--- src/rtl/cfs_md_rx_pkg.sv ---
// Shared types and width helpers for the MD RX control block.
package cfs_md_rx_pkg;

  typedef enum logic [1:0] {
    IDLE = 2'd0,
    PUSH = 2'd1,
    RESP = 2'd2
  } state_t;

  function automatic int offset_width(input int data_width);
    int bytes;
    bytes = data_width / 8;
    return ($clog2(bytes) > 1) ? $clog2(bytes) : 1;
  endfunction

  function automatic int size_width(input int data_width);
    return $clog2(data_width / 8) + 1;
  endfunction

endpackage

--- src/rtl/cfs_md_rx_legal_chk.sv ---
// Combinational MD transfer legality check: size!=0, fits in the bus word,
// and (BYTES+offset) is a multiple of size.
module cfs_md_rx_legal_chk
  import cfs_md_rx_pkg::*;
#(
  parameter int DATA_WIDTH = 32,
  localparam int OFFSET_WIDTH = offset_width(DATA_WIDTH),
  localparam int SIZE_WIDTH   = size_width(DATA_WIDTH)
) (
  input  logic [OFFSET_WIDTH-1:0] offset,
  input  logic [SIZE_WIDTH-1:0]   size,
  output logic                    legal
);

  localparam int BYTES = DATA_WIDTH / 8;
  localparam int SUM_W = SIZE_WIDTH + 1;

  logic [SUM_W-1:0] end_sum;
  logic [SUM_W-1:0] base_sum;
  logic [SUM_W-1:0] divisor;
  logic [SUM_W-1:0] rem;

  // One extra bit keeps offset+size from wrapping back into the legal range.
  assign end_sum  = SUM_W'(offset) + SUM_W'(size);
  assign base_sum = SUM_W'(BYTES) + SUM_W'(offset);
  assign divisor  = (size == '0) ? SUM_W'(1) : SUM_W'(size);
  assign rem      = base_sum % divisor;

  assign legal = (size != '0) && (end_sum <= SUM_W'(BYTES)) && (rem == '0);

endmodule

--- src/rtl/cfs_md_rx_ctrl.sv ---
// MD slave endpoint at the aligner RX input: checks transfers, pushes legal ones
// to the RX FIFO. Optional illegal-transfer counter under `CFS_MD_RX_ERR_CNT_EN.
module cfs_md_rx_ctrl
  import cfs_md_rx_pkg::*;
#(
  parameter int DATA_WIDTH = 32
`ifdef CFS_MD_RX_ERR_CNT_EN
  , parameter int ERR_CNT_WIDTH = 8
`endif
  , localparam int OFFSET_WIDTH = offset_width(DATA_WIDTH)
  , localparam int SIZE_WIDTH   = size_width(DATA_WIDTH)
) (
  input  logic                    clk,
  input  logic                    reset,
  input  logic                    md_valid,
  input  logic [DATA_WIDTH-1:0]   md_data,
  input  logic [OFFSET_WIDTH-1:0] md_offset,
  input  logic [SIZE_WIDTH-1:0]   md_size,
  output logic                    md_ready,
  output logic                    md_err,
  output logic                    push_valid,
  output logic [DATA_WIDTH-1:0]   push_data,
  output logic [OFFSET_WIDTH-1:0] push_offset,
  output logic [SIZE_WIDTH-1:0]   push_size,
  input  logic                    push_ready,
  output logic                    err_pulse
`ifdef CFS_MD_RX_ERR_CNT_EN
  , input  logic                     err_cnt_clr
  , output logic [ERR_CNT_WIDTH-1:0] err_cnt
`endif
);

  state_t state, state_nx;
  logic   legal;
  logic   cap_en;
  logic   err_q, err_nx;

  cfs_md_rx_legal_chk #(.DATA_WIDTH(DATA_WIDTH)) u_legal_chk (
    .offset (md_offset),
    .size   (md_size),
    .legal  (legal)
  );

  // NOTE: every always_comb output gets a default first so no path can infer a latch.
  always_comb begin
    state_nx = state;
    cap_en   = 1'b0;
    case (state)
      IDLE: if (md_valid) begin
        cap_en   = 1'b1;
        state_nx = legal ? PUSH : RESP;
      end
      PUSH:    if (push_ready) state_nx = RESP;
      RESP:    state_nx = IDLE;
      default: state_nx = IDLE;
    endcase
    err_nx = cap_en ? ~legal : err_q;
  end

  // NOTE: sequential state uses non-blocking assignments so every flop samples pre-edge values.
  always_ff @(posedge clk or posedge reset) begin
    if (reset) begin
      state       <= IDLE;
      err_q       <= 1'b0;
      push_data   <= '0;
      push_offset <= '0;
      push_size   <= '0;
      push_valid  <= 1'b0;
      md_ready    <= 1'b0;
      md_err      <= 1'b0;
      err_pulse   <= 1'b0;
    end else begin
      state <= state_nx;
      err_q <= err_nx;
      if (cap_en) begin
        push_data   <= md_data;
        push_offset <= md_offset;
        push_size   <= md_size;
      end
      // Outputs are registered from the next state so they line up with it.
      push_valid <= (state_nx == PUSH);
      md_ready   <= (state_nx == RESP);
      md_err     <= (state_nx == RESP) && err_nx;
      err_pulse  <= (state_nx == RESP) && err_nx;
    end
  end

`ifdef CFS_MD_RX_ERR_CNT_EN
  always_ff @(posedge clk or posedge reset) begin
    if (reset) begin
      err_cnt <= '0;
    end else if (err_cnt_clr) begin
      err_cnt <= '0;
    end else if (err_pulse && (err_cnt != '1)) begin
      err_cnt <= err_cnt + 1'b1;
    end
  end
`endif

endmodule

--- config.mk ---
export PLATFORM = sky130hd
export DESIGN_NAME = cfs_md_rx_ctrl
export DESIGN_NICKNAME = d
export VERILOG_FILES = /design/src/rtl/cfs_md_rx_pkg.sv /design/src/rtl/cfs_md_rx_legal_chk.sv /design/src/rtl/cfs_md_rx_ctrl.sv
export SDC_FILE = /design/constraint.sdc
export NUM_CORES = 1
export LEC_CHECK = 0
export BUFFER_PORTS_ARGS = -buffer_cell sky130_fd_sc_hd__buf_4
export CORE_UTILIZATION = 25
export CTS_BUF_LIST = sky130_fd_sc_hd__clkbuf_4
export CTS_CLUSTER_SIZE = 30
export DETAILED_ROUTE_END_ITERATION = 6
export GPL_ROUTABILITY_DRIVEN = 0
export GPL_TIMING_DRIVEN = 0
export PLACE_DENSITY = 0.51
export SLEW_MARGIN = 20
export SYNTH_ARGS = -nofsm -noshare
export SYNTH_HDL_FRONTEND = slang
export SYNTH_HIERARCHICAL = 1
export SYNTH_SLANG_ARGS = --single-unit
--- constraint.sdc ---
create_clock -name clk -period 1.9 [get_ports clk]
set_clock_uncertainty 0.05 [all_clocks]
set_input_delay 0.19 -clock clk [delete_from_list [all_inputs] [get_ports clk]]
set_output_delay 0.19 -clock clk [all_outputs]
set_load 0.005 [all_outputs]
# == Yosys cells after proc, flatten, opt, wreduce, memory -nomap -nowiden ==
# Index checks and enable logic that the tools add are counted.
# word_totals
reg_bits,43
latch_bits,0
ramBits,0
mem_bits_ro,0
in_bits,41
out_inout_bits,41
wordCells,31
n_memories,0
# classes
addsub,2
mul,0
div_mod_pow,1
n_lt_le_gt_ge,1
eq_ne,3
shifts,0
n_mux,8
bitwise,1
reduce_logical,7
# op_table
cell,n
2-bit two-way mux,3
2-bit by 3-bit adder with 4-bit output,1
3-bit by 2-bit adder with 4-bit output (first input constant),1
2-bit by 1-bit == test with 1-bit output (second input constant),2
4-bit by 3-bit <= comparator with 1-bit output (second input constant),1
4-bit logical NOT,1
4-bit by 4-bit remainder unit with 4-bit output,1
2-bit one-hot mux with 2 select lines,1
1-bit logical AND,3
3-bit logical NOT,1
1-bit two-way mux,3
3-bit two-way mux,1
3-bit nonzero test,1
2-bit == test (second input constant),1
2-bit logical NOT,1
1-bit NOT,1

# == Longest topological paths before layout ==
# depth
depth_word,10
ltp_mapped,16
ltp_nobuf,16

# == Hierarchy ==
# Netlist, hierarchy kept.
# by_module_without_submodules
module,n_inst,cells_per_inst,area_each_um2
cfs_md_rx_ctrl,1,99,1716.6
cfs_md_rx_legal_chk,1,58,462.9

# == Worst setup path before layout ==
# Ideal clock, no wire load.
# synth_timing
kind,in2reg
start,input port md_size[1]
end,register md_ready
setup_ns,0.078
arrival_ns,3.245
required_ns,1.772
slack_ns,-1.473
cell_stages,15
n_path_buf,0
cell_sequence,nor2_1 -> or2_2 -> ha_1 -> nor2b_1 -> a31o_2 -> a21o_1 -> o21ai_0 -> fa_1 -> a21bo_2 -> a21oi_1 -> a221oi_1 -> o2111ai_1 -> a21oi_1 -> or3b_2 -> a21oi_1
# synth_between
elab_chain_cells,9
elab_cells_between_ends,13
# synth_rtl
element,line_no,rtl
start: declaration,cfs_md_rx_ctrl.sv:18,"input logic [SIZE_WIDTH-1:0] md_size,"
3-bit logical NOT,cfs_md_rx_legal_chk.sv:26,assign divisor = (size == '0) ? SUM_W'(1) : SUM_W'(size);
3-bit two-way mux,cfs_md_rx_legal_chk.sv:26,
4-bit by 4-bit remainder unit with 4-bit output,cfs_md_rx_legal_chk.sv:27,assign rem = base_sum % divisor;
4-bit logical NOT,cfs_md_rx_legal_chk.sv:29,assign legal = (size != '0) && (end_sum <= SUM_W'(BYTES)) && (rem == '0);
1-bit logical AND (*),cfs_md_rx_legal_chk.sv:29,
via legal,cfs_md_rx_ctrl.sv:34,logic legal;
2-bit two-way mux (*),cfs_md_rx_ctrl.sv:51,state_nx = legal ? PUSH : RESP;
2-bit two-way mux (*),cfs_md_rx_ctrl.sv:49,IDLE: if (md_valid) begin
2-bit one-hot mux with 2 select lines (*),cfs_md_rx_ctrl.sv:48,case (state)
2-bit == test (*),cfs_md_rx_ctrl.sv:82,md_ready <= (state_nx == RESP);
end signal: assignment,cfs_md_rx_ctrl.sv:82,
end: declaration,cfs_md_rx_ctrl.sv:19,"output logic md_ready,"
# The timed path passes the listed nets; every way through them passes the cells marked *.
# A chain may end at the register's enable or synchronous reset.

# == Worst setup path after layout ==
# layout_timing
start,input port md_size[2]
end,register err_pulse
# layout_between
elab_chain_cells,10
elab_cells_between_ends,16
# layout_rtl
element,line_no,rtl
3-bit logical NOT,cfs_md_rx_legal_chk.sv:26,
3-bit two-way mux,cfs_md_rx_legal_chk.sv:26,
4-bit by 4-bit remainder unit with 4-bit output,cfs_md_rx_legal_chk.sv:27,
4-bit logical NOT,cfs_md_rx_legal_chk.sv:29,
1-bit logical AND (*),cfs_md_rx_legal_chk.sv:29,
via legal,cfs_md_rx_ctrl.sv:34,
2-bit two-way mux,cfs_md_rx_ctrl.sv:51,
2-bit two-way mux,cfs_md_rx_ctrl.sv:49,
2-bit one-hot mux with 2 select lines,cfs_md_rx_ctrl.sv:48,
2-bit == test,cfs_md_rx_ctrl.sv:84,err_pulse <= (state_nx == RESP) && err_nx;
1-bit logical AND (*),cfs_md_rx_ctrl.sv:84,
end signal: assignment,cfs_md_rx_ctrl.sv:84,
end: declaration,cfs_md_rx_ctrl.sv:26,output logic err_pulse
# Marked as above.

==> summary.md <==
| Metric | Value |
|---|---|
| CP endpoint kind | `register` |
| Die area | `9100 um^2` |
| Synthesized Nets | `209` |
| First-pass GRT wire length | `8420 um` |
| I/O pins | `82` |
| CTS tree | `yes` |
| TritonCTS Sinks | `43` |
| Synth warn | `6` |
| Tot GR Track Use | `12.2%` |
| Rows | `33` |
| Top-count cell post-synth | `dfrtp_1` |
| CTS Root Cell | `clkbuf_4` |
| Clock transition at the registers of the reported paths | `0.12 ns` |
| Main combinational cell family by area after synthesis | `multiplexers` |
| Final Util | `42.7%` |
| Vias in the first global route | `1,762` |
| Drt total wl | `5300 um` |
| Max Slew Vio Count | `0` |
| Critical path type | `in -> reg` |
| Synthesized area per cell | `13.9 um^2` |
| Synth Flop Type | `dfrtp_1` |
| WP buf/inv | `1` |
| Starting Density | `26.1%` |
| Crit-path max FO | `5` |
| Worst Hold Depth | `2` |
| Largest net degree at the start of global routing | `27` |
| Later-pin clock latency in the skew report | `0.33 ns` |
| Status | `complete, but fails checks` |
| Max Freq | `0.346 GHz` |
| Sequential-to-total area share from yosys stat | `49.4%` |
| Hold worst-path end | `push_data[29]$_DFFE_PP0P_` |
| Setup total negative slack | `-5.83 ns` |
| Number of flops mapped to enable cells by yosys | `0` |
| WP data arrival | `3.11 ns` |
| Beginning of the worst hold path | `md_data[29]` |
| Avg WL per Cell | `13.4 um` |
| Synth Register Bits | `43` |
| CP top delay family | `simple AND/OR/NAND/NOR gates` |
| CP Launch Type | `primary input` |
| Final min period | `2.89 ns` |
| Fraction of registers with async set/reset | `100%` |
| Worst path slowest cell | `or3b_4` |
| Most frequent cells after synthesis | `43 x dfrtp_1, 19 x mux2_4, 18 x mux2_2` |
| Core area | `8340 um^2` |
| Mapped Cells | `157` |
| CTS Buffer Depth | `2` |
| H-tree levels | `2` |
| Top-area cell type share of the netlist area | `49.4%` |
| Top cell type by total area after synthesis | `dfrtp_1` |
| Pre-Repair DR Iteration Count | `4` |
| Final hold vios | `0` |
| Cts bufs inserted | `5` |
| Vias after detailed routing | `1,685` |
| Synth Area in XOR/XNOR | `1.21%` |
| Die W | `95.4 um` |
| Total power | `2.77 mW` |
| Layout cells sized above 1 | `59.3%` |
| Compound-Gate Fraction of Synth Area | `7.81%` |
| Final period util | `152%` |
| Post-route antenna net violation count | `0` |
| DR DRC count | `0` |
| Diodes inserted | `0` |
| Die H | `95.4 um` |
| Nets | `341` |
| Max-capacitance violation count | `0` |
| Worst flop-to-flop path endpoint | `push_data[6]$_DFFE_PP0P_` |
| Final Setup Violations | `6` |
| Worst IR drop on VDD | `0.000328 V` |
| PortBufs | `81` |
| Initial antenna violation count | `0` |
| Simple-Gate Fraction of Synth Area | `5.74%` |
| Overflow left after global routing | `0` |
| Failing checks | `setup timing` |
| Flop2flop setup slack | `0.28 ns` |
| Vias per cell | `4.27` |
| Unrepaired setup endpoints after global routing | `yes` |
| Worst reg2reg path depth | `4` |
| Final WS setup | `-0.987 ns` |
| Area contributors post-synth | `dfrtp_1 49%, mux2_4 13%, mux2_2 9.3%` |
| CP max stage delay | `0.41 ns` |
| Layout area overhead | `63.3%` |
| Static Leakage | `1.68 nW` |
| Mapped cell area | `2180 um^2` |
| Hold Crit Class | `in -> reg` |
| Worst EP required | `2.13 ns` |
| Adder-cell share of the synthesized area | `7.00%` |
| PwrDens | `778 nW/um^2` |
| CP cell instances | `buf_8 -> nor2_4 -> or2_4 -> ha_4 -> nor2b_4 -> a31o_4 -> a21o_4 -> o21a_1 -> ha_4 -> nor2b_4 -> o21ai_2 -> and4_1 -> o2111ai_2 -> a21oi_2 -> or3b_4 -> a21oi_2` |
| Initial DRC count | `33` |
| Mux cell area share after synthesis | `23.3%` |
| Worst r2r src | `state[1]$_DFF_PP0_` |
| Hpwl dp | `3570 um` |
| Fillers | `812` |
| Yosys cell types | `40` |
[worst register-to-register path, cell delays in order (launching register included)]
cell and delay [ns]:
dfrtp_1 0.49, nor3b_2 0.30, buf_6 0.22, buf_12 0.16
mux2_4 0.31
[worst max-delay path by stage]
| stage | startpoint | endpoint | slack (ns) | cells after the start |
|---|---|---|---|---|
| after floorplan | md_size[1] | err_pulse$_DFF_PP0_ | -1.07 | 14 |
| after global placement | md_size[1] | err_pulse$_DFF_PP0_ | -1.47 | 17 |
| after CTS | md_size[0] | md_ready$_DFF_PP0_ | -0.97 | 15 |
| after global routing | md_size[1] | push_valid$_DFF_PP0_ | -1.10 | 17 |
| after detailed placement | md_size[1] | err_pulse$_DFF_PP0_ | -1.51 | 17 |
| final | md_size[2] | err_pulse$_DFF_PP0_ | -0.99 | 16 |
[sequential cells by signal, summed over array words and instances, names as in the netlist]
signal and cells:
err_pulse 1, err_q 1, md_ready 1, push_data 32
push_offset 2, push_size 3, push_valid 1, state 2
[per-stage QoR]
stage               worst slack [ns]  hold WS [ns]  instance area (um^2)  std cells
finish                        -0.987        0.0258                  3560        395
global route                   -1.10       0.00135                  3560        395
CTS                           -0.974       0.00312                  3490        393
detailed placement             -1.51         0.166                  3000        344
global placement               -1.47         0.372                  2980        343
floorplan                      -1.07         0.288                  2240        157
[power breakdown]
part,total [mW],switching (mW),internal [mW],leakage [nW]
logic,1.11,0.384,0.729,1.14
clock network,0.436,0.299,0.136,0.0263
registers,1.22,0.114,1.11,0.506
total,2.77,0.797,1.97,1.68
[logic make-up after synthesis]
kind of cell	count (synthesis)
other	1
and+or+nand+nor	19
adders and majority gates	11
buffers and inverters	17
muxes	39
DFF	43
xor gates and xnor gates	3
AOI/OAI and AO/OA	24
[what timing repair did]
item	CTS	global route
pin swaps	9	7
resized for setup	15	9
hold buffers	30	0
hold endpoints to repair	46	0
buffers inserted	11	2
setup endpoints to repair	6	6
[layer usage]
metal / wire, um / vias to the layer above / track usage [%]
li1: - / 814 / -
met3: 280 / 2 / 4.07
met1: 2140 / 822 / 14.2
met4: 21 / 0 / 2.24
met2: 2850 / 47 / 21.7
met5: 0 / - / 0
[layout make-up]
cell class              count  area, um^2  share of cell area, %
multi-input cells          97        1120                   31.6
clock buffers               5        37.5                   1.05
flip-flops and latches     43        1080                   30.2
well taps                 105         131                   3.69
clock inverters             3        15.0                  0.422
inverters                  11        41.3                   1.16
plain buffers               6        76.3                   2.14
repair buffers            125        1060                   29.7
[cells in the final DEF (no fill, tap or decap), types with 3 or more instances in the layout]
cell type,netlist,final
xor2_1,3,3
dfrtp_1,43,43
mux2_2,18,18
a21oi_2,1,6
buf_4,2,92
dlygate4sd3_1,1,31
mux2_4,19,19
clkbuf_4,0,5
inv_1,11,10
buf_12,2,4
ha_1,9,6
No activity file was read; power rests on OpenSTA's default activity.
